## config.mk

```make
export PLATFORM = sky130hd
export DESIGN_NAME = filt_sinc_sync
export DESIGN_NICKNAME = d
export VERILOG_FILES = /design/src/rtl/filt_sinc_sync.sv
export SDC_FILE = /design/constraint.sdc
export NUM_CORES = 1
export LEC_CHECK = 0
export CORE_MARGIN = 2
export CORE_UTILIZATION = 60
export CTS_CLUSTER_SIZE = 12
export DETAILED_ROUTE_END_ITERATION = 8
export PLACE_DENSITY = 0.87
export SYNTH_ARGS = -nofsm -noshare
export SYNTH_HDL_FRONTEND = slang
export SYNTH_SLANG_ARGS = --single-unit
```

## constraint.sdc

```tcl
create_clock -name SYSCLK -period 11.6 [get_ports SYSCLK]
set_input_delay 1.74 -clock SYSCLK [delete_from_list [all_inputs] [get_ports SYSCLK]]
set_output_delay 1.74 -clock SYSCLK [all_outputs]
set_load 0.02 [all_outputs]
```

## src/rtl/filt_sinc_sync.sv

```systemverilog
// filt_sinc_sync -- fully synchronous sigma-delta decimation filter data unit.
//
// The modulator bit stream is sampled on clock-enable strobes generated in
// the SYSCLK domain (synchronised SDCLK edges or an internal divider).
// Strobes drive three integrators. Every OSR strobes a comb stage produces a
// sinc1/sinc2/sinc3/sincfast result, which is arithmetically shifted,
// saturated to OUT_W bits and offered on a valid/ack handshake.
//
// Ports
//   SYSCLK, SYSRSTn       only clock, async active-low reset
//   DSDIN, SDCLK          asynchronous modulator data / clock
//   reg_filtmode[1:0]     00 SDCLK rise, 01 SDCLK fall, 10 divider, 11 off
//   reg_filtdiv[3:0]      divider period = 4*div+4 cycles (mode 10)
//   reg_filtdec[DEC_W-1]  OSR-1
//   reg_filten            enable; low clears and holds the datapath
//   reg_filtst[1:0]       00 sincfast, 01 sinc1, 10 sinc2, 11 sinc3
//   reg_filtsh[4:0]       arithmetic right shift of the result
//   filt_data_ack         consumer took filt_data_out
//   filt_data_out         shifted, saturated result
//   filt_data_valid       result pending
//   filt_data_update      one-cycle pulse per new result
//   filt_overrun          sticky: result overwritten while unacknowledged
module filt_sinc_sync #(
  parameter int ACC_W = 32,
  parameter int OUT_W = 32,
  parameter int DEC_W = 8
) (
  input  logic             SYSCLK,
  input  logic             SYSRSTn,
  input  logic             DSDIN,
  input  logic             SDCLK,
  input  logic [1:0]       reg_filtmode,
  input  logic [3:0]       reg_filtdiv,
  input  logic [DEC_W-1:0] reg_filtdec,
  input  logic             reg_filten,
  input  logic [1:0]       reg_filtst,
  input  logic [4:0]       reg_filtsh,
  input  logic             filt_data_ack,
  output logic [OUT_W-1:0] filt_data_out,
  output logic             filt_data_valid,
  output logic             filt_data_update,
  output logic             filt_overrun
);

  localparam logic [1:0] MODE_RISE = 2'b00;
  localparam logic [1:0] MODE_FALL = 2'b01;
  localparam logic [1:0] MODE_DIV  = 2'b10;

  localparam logic [1:0] ST_FAST = 2'b00;
  localparam logic [1:0] ST_S1   = 2'b01;
  localparam logic [1:0] ST_S2   = 2'b10;

  localparam logic signed [ACC_W-1:0] SMAX = {{(ACC_W-OUT_W+1){1'b0}}, {(OUT_W-1){1'b1}}};
  localparam logic signed [ACC_W-1:0] SMIN = {{(ACC_W-OUT_W+1){1'b1}}, {(OUT_W-1){1'b0}}};

  // ---------------------------------------------------------------------
  // Synchronisers, edge detect, divider
  // ---------------------------------------------------------------------
  logic       dsd_s1_q, dsd_s2_q;
  logic       sdc_s1_q, sdc_s2_q, sdc_prev_q;
  logic [1:0] prime_q;
  logic [5:0] div_cnt_q;
  logic [5:0] div_lim;
  logic       div_wrap;
  logic       stb;

  assign div_lim  = {reg_filtdiv, 2'b11};
  // >= keeps the divider sane if reg_filtdiv shrinks below the count
  assign div_wrap = (div_cnt_q >= div_lim);

  always_ff @(posedge SYSCLK or negedge SYSRSTn) begin
    if (!SYSRSTn) begin
      dsd_s1_q   <= 1'b0;
      dsd_s2_q   <= 1'b0;
      sdc_s1_q   <= 1'b0;
      sdc_s2_q   <= 1'b0;
      sdc_prev_q <= 1'b0;
      prime_q    <= 2'd0;
      div_cnt_q  <= 6'd0;
    end else begin
      dsd_s1_q <= DSDIN;
      dsd_s2_q <= dsd_s1_q;
      sdc_s1_q <= SDCLK;
      sdc_s2_q <= sdc_s1_q;
      if (!reg_filten) begin
        sdc_prev_q <= 1'b0;
        prime_q    <= 2'd0;
      end else begin
        sdc_prev_q <= sdc_s2_q;
        if (prime_q != 2'd3) prime_q <= prime_q + 2'd1;
      end
      if (!reg_filten || reg_filtmode != MODE_DIV) div_cnt_q <= 6'd0;
      else if (div_wrap)                            div_cnt_q <= 6'd0;
      else                                          div_cnt_q <= div_cnt_q + 6'd1;
    end
  end

  // Edges are ignored until the chain has been refilled after reset or
  // enable, so the 0->1 seen while the flops reload is never a strobe.
  always_comb begin
    stb = 1'b0;
    if (reg_filten && prime_q == 2'd3) begin
      case (reg_filtmode)
        MODE_RISE: stb = sdc_s2_q & ~sdc_prev_q;
        MODE_FALL: stb = ~sdc_s2_q & sdc_prev_q;
        default:   stb = 1'b0;
      endcase
    end
    if (reg_filten && reg_filtmode == MODE_DIV) stb = div_wrap;
  end

  // ---------------------------------------------------------------------
  // Integrators, decimation, comb, shift/saturate, handshake
  // ---------------------------------------------------------------------
  logic signed [ACC_W-1:0] cn1_q, cn2_q, cn3_q, cn1_d, cn2_d, cn3_d;
  logic signed [ACC_W-1:0] xdl_q, c1dl_q, c2dl1_q, c2dl2_q;
  logic signed [ACC_W-1:0] xdl_d, c1dl_d, c2dl1_d, c2dl2_d;
  logic [DEC_W-1:0]        dec_cnt_q, dec_cnt_d;
  logic                    comb_stb_q, comb_stb_d;
  logic [2:0]              wu_cnt_q, wu_cnt_d, wu_need;
  logic [OUT_W-1:0]        dout_q, dout_d;
  logic                    valid_q, valid_d, upd_q, upd_d, ovr_q, ovr_d;

  logic signed [ACC_W-1:0] inc, x, c1, c2, c3, fast, res, shv;
  logic [OUT_W-1:0]        sat;
  logic                    dec_wrap, wu_done, accept;

  assign inc      = dsd_s2_q ? ACC_W'(1) : '1;
  // wrapping strobe: the comb fires next cycle with this sample included
  assign dec_wrap = stb && (dec_cnt_q >= reg_filtdec);

  always_comb begin
    case (reg_filtst)
      ST_S1:   x = cn1_q;
      ST_S2,
      ST_FAST: x = cn2_q;
      default: x = cn3_q;
    endcase
  end

  assign c1   = x - xdl_q;
  assign c2   = c1 - c1dl_q;
  assign c3   = c2 - c2dl1_q;
  assign fast = c2 + c2dl2_q;

  always_comb begin
    case (reg_filtst)
      ST_S1:   begin res = c1;   wu_need = 3'd1; end
      ST_S2:   begin res = c2;   wu_need = 3'd2; end
      ST_FAST: begin res = fast; wu_need = 3'd4; end
      default: begin res = c3;   wu_need = 3'd3; end
    endcase
  end

  assign shv = res >>> reg_filtsh;

  always_comb begin
    if (shv > SMAX)      sat = SMAX[OUT_W-1:0];
    else if (shv < SMIN) sat = SMIN[OUT_W-1:0];
    else                 sat = shv[OUT_W-1:0];
  end

  assign wu_done = (wu_cnt_q >= wu_need);
  assign accept  = comb_stb_q && wu_done;

  always_comb begin
    cn1_d      = cn1_q;
    cn2_d      = cn2_q;
    cn3_d      = cn3_q;
    xdl_d      = xdl_q;
    c1dl_d     = c1dl_q;
    c2dl1_d    = c2dl1_q;
    c2dl2_d    = c2dl2_q;
    dec_cnt_d  = dec_cnt_q;
    comb_stb_d = 1'b0;
    wu_cnt_d   = wu_cnt_q;
    dout_d     = dout_q;
    valid_d    = valid_q;
    upd_d      = 1'b0;
    ovr_d      = ovr_q;
    if (!reg_filten) begin
      cn1_d     = '0;
      cn2_d     = '0;
      cn3_d     = '0;
      xdl_d     = '0;
      c1dl_d    = '0;
      c2dl1_d   = '0;
      c2dl2_d   = '0;
      dec_cnt_d = '0;
      wu_cnt_d  = '0;
      dout_d    = '0;
      valid_d   = 1'b0;
      ovr_d     = 1'b0;
    end else begin
      if (stb) begin
        cn1_d     = cn1_q + inc;
        cn2_d     = cn2_q + cn1_q;
        cn3_d     = cn3_q + cn2_q;
        dec_cnt_d = dec_wrap ? '0 : dec_cnt_q + DEC_W'(1);
      end
      comb_stb_d = dec_wrap;
      if (comb_stb_q) begin
        xdl_d   = x;
        c1dl_d  = c1;
        c2dl1_d = c2;
        c2dl2_d = c2dl1_q;
        if (!wu_done) wu_cnt_d = wu_cnt_q + 3'd1;
      end
      if (accept) begin
        dout_d  = sat;
        upd_d   = 1'b1;
        valid_d = 1'b1;
        if (valid_q && !filt_data_ack) ovr_d = 1'b1;
      end else if (valid_q && filt_data_ack) begin
        valid_d = 1'b0;
      end
    end
  end

  always_ff @(posedge SYSCLK or negedge SYSRSTn) begin
    if (!SYSRSTn) begin
      cn1_q      <= '0;
      cn2_q      <= '0;
      cn3_q      <= '0;
      xdl_q      <= '0;
      c1dl_q     <= '0;
      c2dl1_q    <= '0;
      c2dl2_q    <= '0;
      dec_cnt_q  <= '0;
      comb_stb_q <= 1'b0;
      wu_cnt_q   <= '0;
      dout_q     <= '0;
      valid_q    <= 1'b0;
      upd_q      <= 1'b0;
      ovr_q      <= 1'b0;
    end else begin
      cn1_q      <= cn1_d;
      cn2_q      <= cn2_d;
      cn3_q      <= cn3_d;
      xdl_q      <= xdl_d;
      c1dl_q     <= c1dl_d;
      c2dl1_q    <= c2dl1_d;
      c2dl2_q    <= c2dl2_d;
      dec_cnt_q  <= dec_cnt_d;
      comb_stb_q <= comb_stb_d;
      wu_cnt_q   <= wu_cnt_d;
      dout_q     <= dout_d;
      valid_q    <= valid_d;
      upd_q      <= upd_d;
      ovr_q      <= ovr_d;
    end
  end

  assign filt_data_out    = dout_q;
  assign filt_data_valid  = valid_q;
  assign filt_data_update = upd_q;
  assign filt_overrun     = ovr_q;

endmodule
```

; ---- Word-level counts from Yosys, hierarchy flattened
; Cells that the tools add are included.
; Widths: inputs -> output; s select.
[totals]
reg_bits = 284
in_bits = 27
output_inout_bits = 35
elab_cells = 115
[op_classes]
n_addsub = 11
magnitude_cmp = 5
eq_ne = 14
shifts = 1
mux = 45
bitwise_logic = 4
reduce_logical = 14
[ops]
columns = op, count
row1 = $mux 32, 19
row2 = $add 32x32->32, 4
row3 = $pmux 32 s3, 1
row4 = $sub 32x32->32, 3
row5 = $pmux 32 s2, 1
row6 = $gt 32x32->1 const B, 1
row7 = $lt 32x32->1 const B, 1
row8 = $sshr 32x5->32, 1
row9 = $mux 8, 3
row10 = $mux 1, 12
row11 = $mux 6, 2
row12 = $ne 2x1->1 const B, 5
row13 = $mux 3, 3
row14 = $pmux 3 s3, 1
row15 = $add 8x1->8 const B, 1
row16 = $ge 8x8->1, 1
row17 = $add 6x1->6 const B, 1
row18 = $eq 2x2->1 const B, 3
row19 = $ge 6x6->1, 1
row20 = $logic_and 1x1->1, 6
row21 = $ne 2x2->1 const B, 3
row22 = $eq 2x1->1 const B, 2
row23 = $logic_not 2->1, 2
row24 = $mux 2, 2
row25 = other kinds (11), 15

; ---- Depth between registers and ports, before layout
[depth]
ltp_word = 13
mapped_depth = 40

; ---- Worst setup path after synthesis
; Ideal clock, no wire load.
[synth_timing]
path_type = input -> register
from = in reg_filtst[1]
to = reg dout_q[0] (netlist: filt_data_out[0])
setup_time_ns = 0.126
arrival_ns = 9.198
t_required_ns = 11.474
slack_ns = 2.276
cell_stages = 34
n_path_buf = 3
cell_sequence = inv_1 -> ha_1 -> clkbuf_1 -> clkbuf_1 -> buf_1 -> a22oi_1 -> o21ai_0 -> ha_1 -> a2111o_1 -> o21ai_1 -> o21a_1 -> o211ai_1 -> a21oi_1 -> xor2_1 -> inv_1 -> ha_1 -> a21oi_1 -> o21ai_0 -> or2_2 -> o311ai_0 -> nor2_1 -> ha_1 -> a21o_1 -> a21o_1 -> nor3_1 -> a21oi_1 -> a21oi_1 -> a21oi_1 -> xor2_1 -> mux4_2 -> a22oi_2 -> o221a_4 -> o21ai_1 -> a221o_1
[synth_between]
elab_chain_cells = 13
word_cells_on_any_way = 21
classes_between = add/sub (4) / order compare (3) / eq/ne (3) / shift (1) / mux (7) / reduce/logical (3)
[synth_lines]
columns = element, line
row1 = "start, declared", 36  ; input logic [1:0] reg_filtst,
row2 = $eq 2x2->1 or $logic_not 2->1 (tied branches), "133, 147"
row3 = $reduce_or 2->1, 133  ; case (reg_filtst)
row4 = $pmux 32 s2, 133
row5 = $sub 32x32->32, 141  ; assign c1 = x - xdl_q;
row6 = $sub 32x32->32, 142  ; assign c2 = c1 - c1dl_q;
row7 = $sub 32x32->32 or $add 32x32->32 (tied branches), "143, 144"
row8 = $pmux 32 s3, 147  ; case (reg_filtst)
row9 = $sshr 32x5->32, 155  ; assign shv = res >>> reg_filtsh;
row10 = $lt 32x32->1, 159  ; else if (shv < SMIN) sat = SMIN[OUT_W-1:0];
row11 = $mux 32, 159
row12 = $mux 32, 158  ; if (shv > SMAX) sat = SMAX[OUT_W-1:0];
row13 = $mux 32, 209  ; if (accept) begin
row14 = $mux 32, 181  ; if (!reg_filten) begin
row15 = "end signal, assigned", 247  ; dout_q <= dout_d;
row16 = "end, declared", 121  ; logic [OUT_W-1:0] dout_q, dout_d;
; Several ways; a longest one is shown, not always the timed one. The select of a mux whose other input is x is not followed.
; A chain may end at the register's enable or synchronous reset.

; ---- Worst setup path in the final report
; Ends and elaborated chain as after synthesis.

==> results.md <==
Die:
- The core footprint is 0.0419 mm2.
- The starting utilization of the core area is between 60% and 70%.
- From bottom edge to top edge, the die measures roughly 210 um.
- In this run the count of I/O pins placed on the die edge is 62.
- The die outline area is 0.0441 mm2.
- The initialized floorplan defines between 70 and 80 standard-cell rows.
- The die extent in x is roughly 210 um.

Critical path:
- Among all stages on the critical path, the largest delay is contributed by sky130_fd_sc_hd__mux4_2.
- The critical path data required time is 12.04 ns.
- The critical path depth in cells is 35.
- The number of cells on the worst reg-to-reg path is 29.
- Counting both buffers and inverters, the worst setup path holds a total of 5.
- The type of element launching the critical path is a primary input.
- Grouping stages by cell kind, the critical path spends the most delay in compound AO/OA/AOI/OAI gates.
- The type of the setup path with the least slack is in -> reg.
- The biggest cell delay along the critical path is around 0.52 ns.
- The cell that appears most often on the critical path is sky130_fd_sc_hd__a21oi_1.
- The maximum fanout count along the critical path is 21.
- STA classifies the critical path endpoint as a flip-flop.
- STA puts the critical path data arrival time at approximately 11 ns.

Clock tree:
- Clock-pin slew was measured on the worst setup and hold paths at approximately 0.07 ns.
- The total number of H-tree levels is 2.
- The TritonCTS clock tree is built.
- The total clock sinks is 284.
- The number of buffers inserted to repair setup after CTS is 0.
- The number of hold buffers added after CTS was 0.
- The number of buffers between clock root and the deepest sink is 3.
- For the worst-skew pair, the clock arrives at the later sink with an insertion delay of between 0.5 and 0.6 ns.
- Gates resized during post-CTS repair numbered 0.
- The number of CTS-inserted buffers is 34.
- The clock root buffer is sky130_fd_sc_hd__clkbuf_16.

GRT:
- The met3 track utilization from global routing is approximately 4.2%.
- The total grt overflow is 0.
- The wire length of the first global-routing pass is 120 mm.
- The number of global-route vias before repair was around 23000.
- The met1 demand-to-capacity share in global routing is 44.4%.
- The global routing met2 resource utilization is between 50 and 60%.
- Global routing consumed, over all layers together, approximately a third of the routing resources.
- The largest net degree at the start of global routing is between 150 and 200.
- The global routing stage identified its most utilized layer as met2.
- The initial antenna violation count is 0.

Logic synthesis:
- The sequential cell area fraction in the yosys report is between 20% and 30%.
- The number of enable flip-flop cells after synthesis is 0.
- When the netlist entered floorplanning its net count stood at between 3000 and 4000.
- The mean area per synthesized cell is between 8 and 9 um2.
- For this run, asynchronously set or reset flops after synthesis account for 100%.
- The synthesized netlist devotes 18.1% of its cell area to simple gates.
- By area, the combinational part of the netlist is dominated by compound AO/OA/AOI/OAI gates.
- The count of synthesis-stage warnings from yosys is 0.
- After synthesis, the share of cell area in mux cells is 7.94%.
- Of the total synthesized cell area, the portion taken by XOR and XNOR cells is between 6 and 7%.
- The count of unique library cells instantiated by Yosys is 98.
- Synthesis inferred around 280 register bits.
- After technology mapping, the gate count stands at 3137.
- The cell area that synthesis handed to floorplanning was approximately 0.025 mm2.
- Of the total synthesized cell area, the portion taken by full adders, half adders and majority gates is 10.7%.
- The compound-gate portion of the synthesized area is about a quarter.
- The most used flip-flop cell after synthesis is sky130_fd_sc_hd__dfrtp_1.

Routing:
- The initial detailed-routing violation count is around 2300.
- The overall via count from detail_route is roughly 24000.
- After detailed routing, the number of remaining DRC violations is 0.
- The number of routed nets with antenna violations is 0.
- Wires add up to roughly 73 mm.
- The mean routed wirelength per cell is 19.8 um.
- After detailed routing, the number of vias per cell comes to 6.45.
- The detailed-router iteration count before antenna repair is 7.

STA:
- Setup repair after global routing left no endpoint under its margin.
- The worst hold slack is roughly 0.35 ns.
- Based on the critical path, the design can be clocked at up to ~97 MHz.
- At the pin with the least slew margin, the transition time is between 1 and 1.5 ns.
- Adding up every negative setup slack in the final design gives 0 ns.
- The final count of hold timing violations is 0.
- The max-slew violation count is 0.
- For the final database, setup skew stands at 0.0237 ns.
- The final period demand of the worst path is 10.27 ns.
- The final critical-path share of the clock period is roughly nine tenths.
- The setup violation total in the final timing report is 0.
- Headroom to the max-slew limit came out at 23.7%.

Final layout:
- The final design utilization is between 60% and 70%.
- The filler cells instantiated in the layout total 3405.
- From synthesis to final layout, the design area changed by 8.44%.
- The repair_antennas step left the layout with diodes totalling 0.
- The post-route netlist has around 5.3% of its cells at a drive strength greater than 1.
- At the end of the flow, the number of nets in the layout was roughly 3400.

Job:
- Across the run, the number of max-cap violations was 0.

Power:
- The power density normalized to cell area is between 100 and 150 mW/mm2.
- The leakage dissipation is between 10 and 15 nW.
- IR analysis of the VDD net gives a maximum drop of 0.0824 mV.

Placed design:
- The global placement routability congestion is a little under 1.
- The number of buffer cells added on primary ports is 61.
- The placed wire-length estimate after detailed placement is roughly 53 mm.

Status:
- The flow ran to the end, and the final reports show no timing, DRC or antenna violations.

Hold path:
- The kind of path behind the tightest hold check is reg -> reg.
- The cell count of the worst hold path is 0.
-- state kept, by name, summed over array words and instances (netlist names), 2 cells and up --
register,cells
filt_data_out,32
c2dl1_q,32
cn1_q,32
c2dl2_q,32
cn2_q,32
cn3_q,32
xdl_q,32
div_cnt_q,6
dec_cnt_q,8
wu_cnt_q,3
c1dl_q,32
prime_q,2
-- cell type report --
cell class | count | area (um2) | share of cell area (%)
clock buffers | 50 | 1000 | 3.63
multi-input cells | 2558 | 17200 | 62.4
repair buffers | 95 | 883 | 3.20
flip-flops and latches | 284 | 7110 | 25.8
clock inverters | 12 | 161 | 0.585
well taps | 539 | 674 | 2.44
inverters | 144 | 546 | 1.98
-- routing by layer --
metal  routed length, um  up-vias
met5                   0        -
met4                2330        0
met3                4500      159
met2               34400      908
met1               31600    11400
li1                    -    11300
-- worst paths after layout --
kind,to,from,slack (ns)
max,filt_data_out[0],reg_filtst[1],1.33
min,dsd_s2_q,dsd_s1_q,0.35
max reg2reg,filt_data_out[0],cn1_q[4],3.30
min reg2reg,dsd_s2_q,dsd_s1_q,0.35
max in group asynchronous,comb_stb_q,SYSRSTn,9.04
min in group asynchronous,c2dl2_q[13],SYSRSTn,1.11
-- cell families after synthesis --
group                    count (synthesis)
AND/OR/NAND/NOR                       1021
buffers and inverters                  295
adder cells (fa/ha/maj)                215
multiplexers                           190
XOR/XNOR                               189
flip-flops                             284
AO/OA/AOI/OAI                          943
-- cells in the mapped netlist (8+ instances only) --
cell                       count  area (um2)
sky130_fd_sc_hd__clkbuf_1    120         450
sky130_fd_sc_hd__or3_1        27         169
sky130_fd_sc_hd__o21bai_1     20         150
sky130_fd_sc_hd__nor2_1      310        1160
sky130_fd_sc_hd__nand2b_1     44         275
sky130_fd_sc_hd__and2_1       21         131
sky130_fd_sc_hd__inv_1       140         526
sky130_fd_sc_hd__a22oi_1      40         300
sky130_fd_sc_hd__a21o_1       96         721
sky130_fd_sc_hd__a211o_1      10        87.6
sky130_fd_sc_hd__o21ai_0     202        1010
sky130_fd_sc_hd__o211ai_1     27         203
sky130_fd_sc_hd__nor2b_1      27         169
sky130_fd_sc_hd__a31oi_1      16         100
sky130_fd_sc_hd__o31ai_1      16         120
sky130_fd_sc_hd__or2_2        12        75.1
sky130_fd_sc_hd__a221oi_1     17         149
sky130_fd_sc_hd__nor3_1       51         255
sky130_fd_sc_hd__nand4_1      21         131
sky130_fd_sc_hd__a211oi_1     48         360
sky130_fd_sc_hd__nor4_1       11        68.8
sky130_fd_sc_hd__xor2_1       83         727
sky130_fd_sc_hd__nand2_1     382        1430
sky130_fd_sc_hd__and3_1       30         188
sky130_fd_sc_hd__buf_1        23        86.3
sky130_fd_sc_hd__a221o_1      19         190
sky130_fd_sc_hd__ha_1        209        2620
sky130_fd_sc_hd__nand3_1      54         270
sky130_fd_sc_hd__xnor2_1     104         911
sky130_fd_sc_hd__mux2i_1     166        1660
sky130_fd_sc_hd__mux4_2        8         180
sky130_fd_sc_hd__a21oi_1     279        1400
sky130_fd_sc_hd__mux2_2       16         180
sky130_fd_sc_hd__o21a_1       37         278
sky130_fd_sc_hd__o22ai_1       8        50.1
sky130_fd_sc_hd__dfrtp_1     284        7110
-- report_power, final --
group          total, W  leakage, nW  switching, W  internal, W
combinational  0.000993         8.30      0.000640     0.000353
clock           0.00112        0.575      0.000454     0.000670
sequential      0.00100         3.95    0.00000441     0.000995
total           0.00312         12.8       0.00110      0.00202
-- layout by cell type, fill, tap and decap left out, types with 8 or more instances in the layout --
cell                              netlist  routed
sky130_fd_sc_hd__o31ai_1               16      16
sky130_fd_sc_hd__nand2_1              382     382
sky130_fd_sc_hd__a21o_1                96      96
sky130_fd_sc_hd__mux2_2                16      16
sky130_fd_sc_hd__clkbuf_1             120       8
sky130_fd_sc_hd__buf_4                  1      33
sky130_fd_sc_hd__a221oi_1              17      17
sky130_fd_sc_hd__a211o_1               10      10
sky130_fd_sc_hd__nor2_1               310     310
sky130_fd_sc_hd__o21bai_1              20      20
sky130_fd_sc_hd__and3_1                30      30
sky130_fd_sc_hd__nor3_1                51      51
sky130_fd_sc_hd__o21ai_0              202     201
sky130_fd_sc_hd__nand2b_1              44      44
sky130_fd_sc_hd__a22oi_1               40      40
sky130_fd_sc_hd__or2_2                 12      12
sky130_fd_sc_hd__nand3_1               54      54
sky130_fd_sc_hd__mux2i_1              166     166
sky130_fd_sc_hd__xor2_1                83      83
sky130_fd_sc_hd__o21a_1                37      36
sky130_fd_sc_hd__dfrtp_1              284     283
sky130_fd_sc_hd__a21oi_1              279     279
sky130_fd_sc_hd__and2_1                21      21
sky130_fd_sc_hd__a211oi_1              48      48
sky130_fd_sc_hd__nor2b_1               27      27
sky130_fd_sc_hd__inv_1                140     139
sky130_fd_sc_hd__clkdlybuf4s50_1        0      60
sky130_fd_sc_hd__xnor2_1              104     104
sky130_fd_sc_hd__clkbuf_16              0      35
sky130_fd_sc_hd__mux4_2                 8       8
sky130_fd_sc_hd__nand4_1               21      21
sky130_fd_sc_hd__o22ai_1                8       8
sky130_fd_sc_hd__ha_1                 209     207
sky130_fd_sc_hd__nor4_1                11      11
sky130_fd_sc_hd__a31oi_1               16      16
sky130_fd_sc_hd__o211ai_1              27      27
sky130_fd_sc_hd__a221o_1               19      19
sky130_fd_sc_hd__or3_1                 27      27
-- worst reg2reg max path: cells and delay by family (launching register included) --
| family | cells | cell delay, ns |
|---|---|---|
| buffers and inverters | 1 | 0.11 |
| and+or+nand+nor | 1 | 0.10 |
| xor gates and xnor gates | 3 | 0.99 |
| AOI/OAI and AO/OA | 20 | 4.80 |
| adders and majority gates | 3 | 1.20 |
| muxes | 1 | 0.52 |
| DFF | 1 | 0.45 |
-- per-stage QoR --
step	setup WS, ns	std cells	cell area (um2)	total power, W
5_1_grt	0.667	3682	27600	0.00325
2_1_floorplan	2.28	3137	25500	0.00170
3_5_place_dp	1.03	3620	26400	0.00198
3_3_place_gp	1.14	3620	26400	0.00197
4_1_cts	1.54	3682	27600	0.00310
6_report	1.33	3682	27600	0.00312
Note: power is estimated with default switching activity, not from simulation.
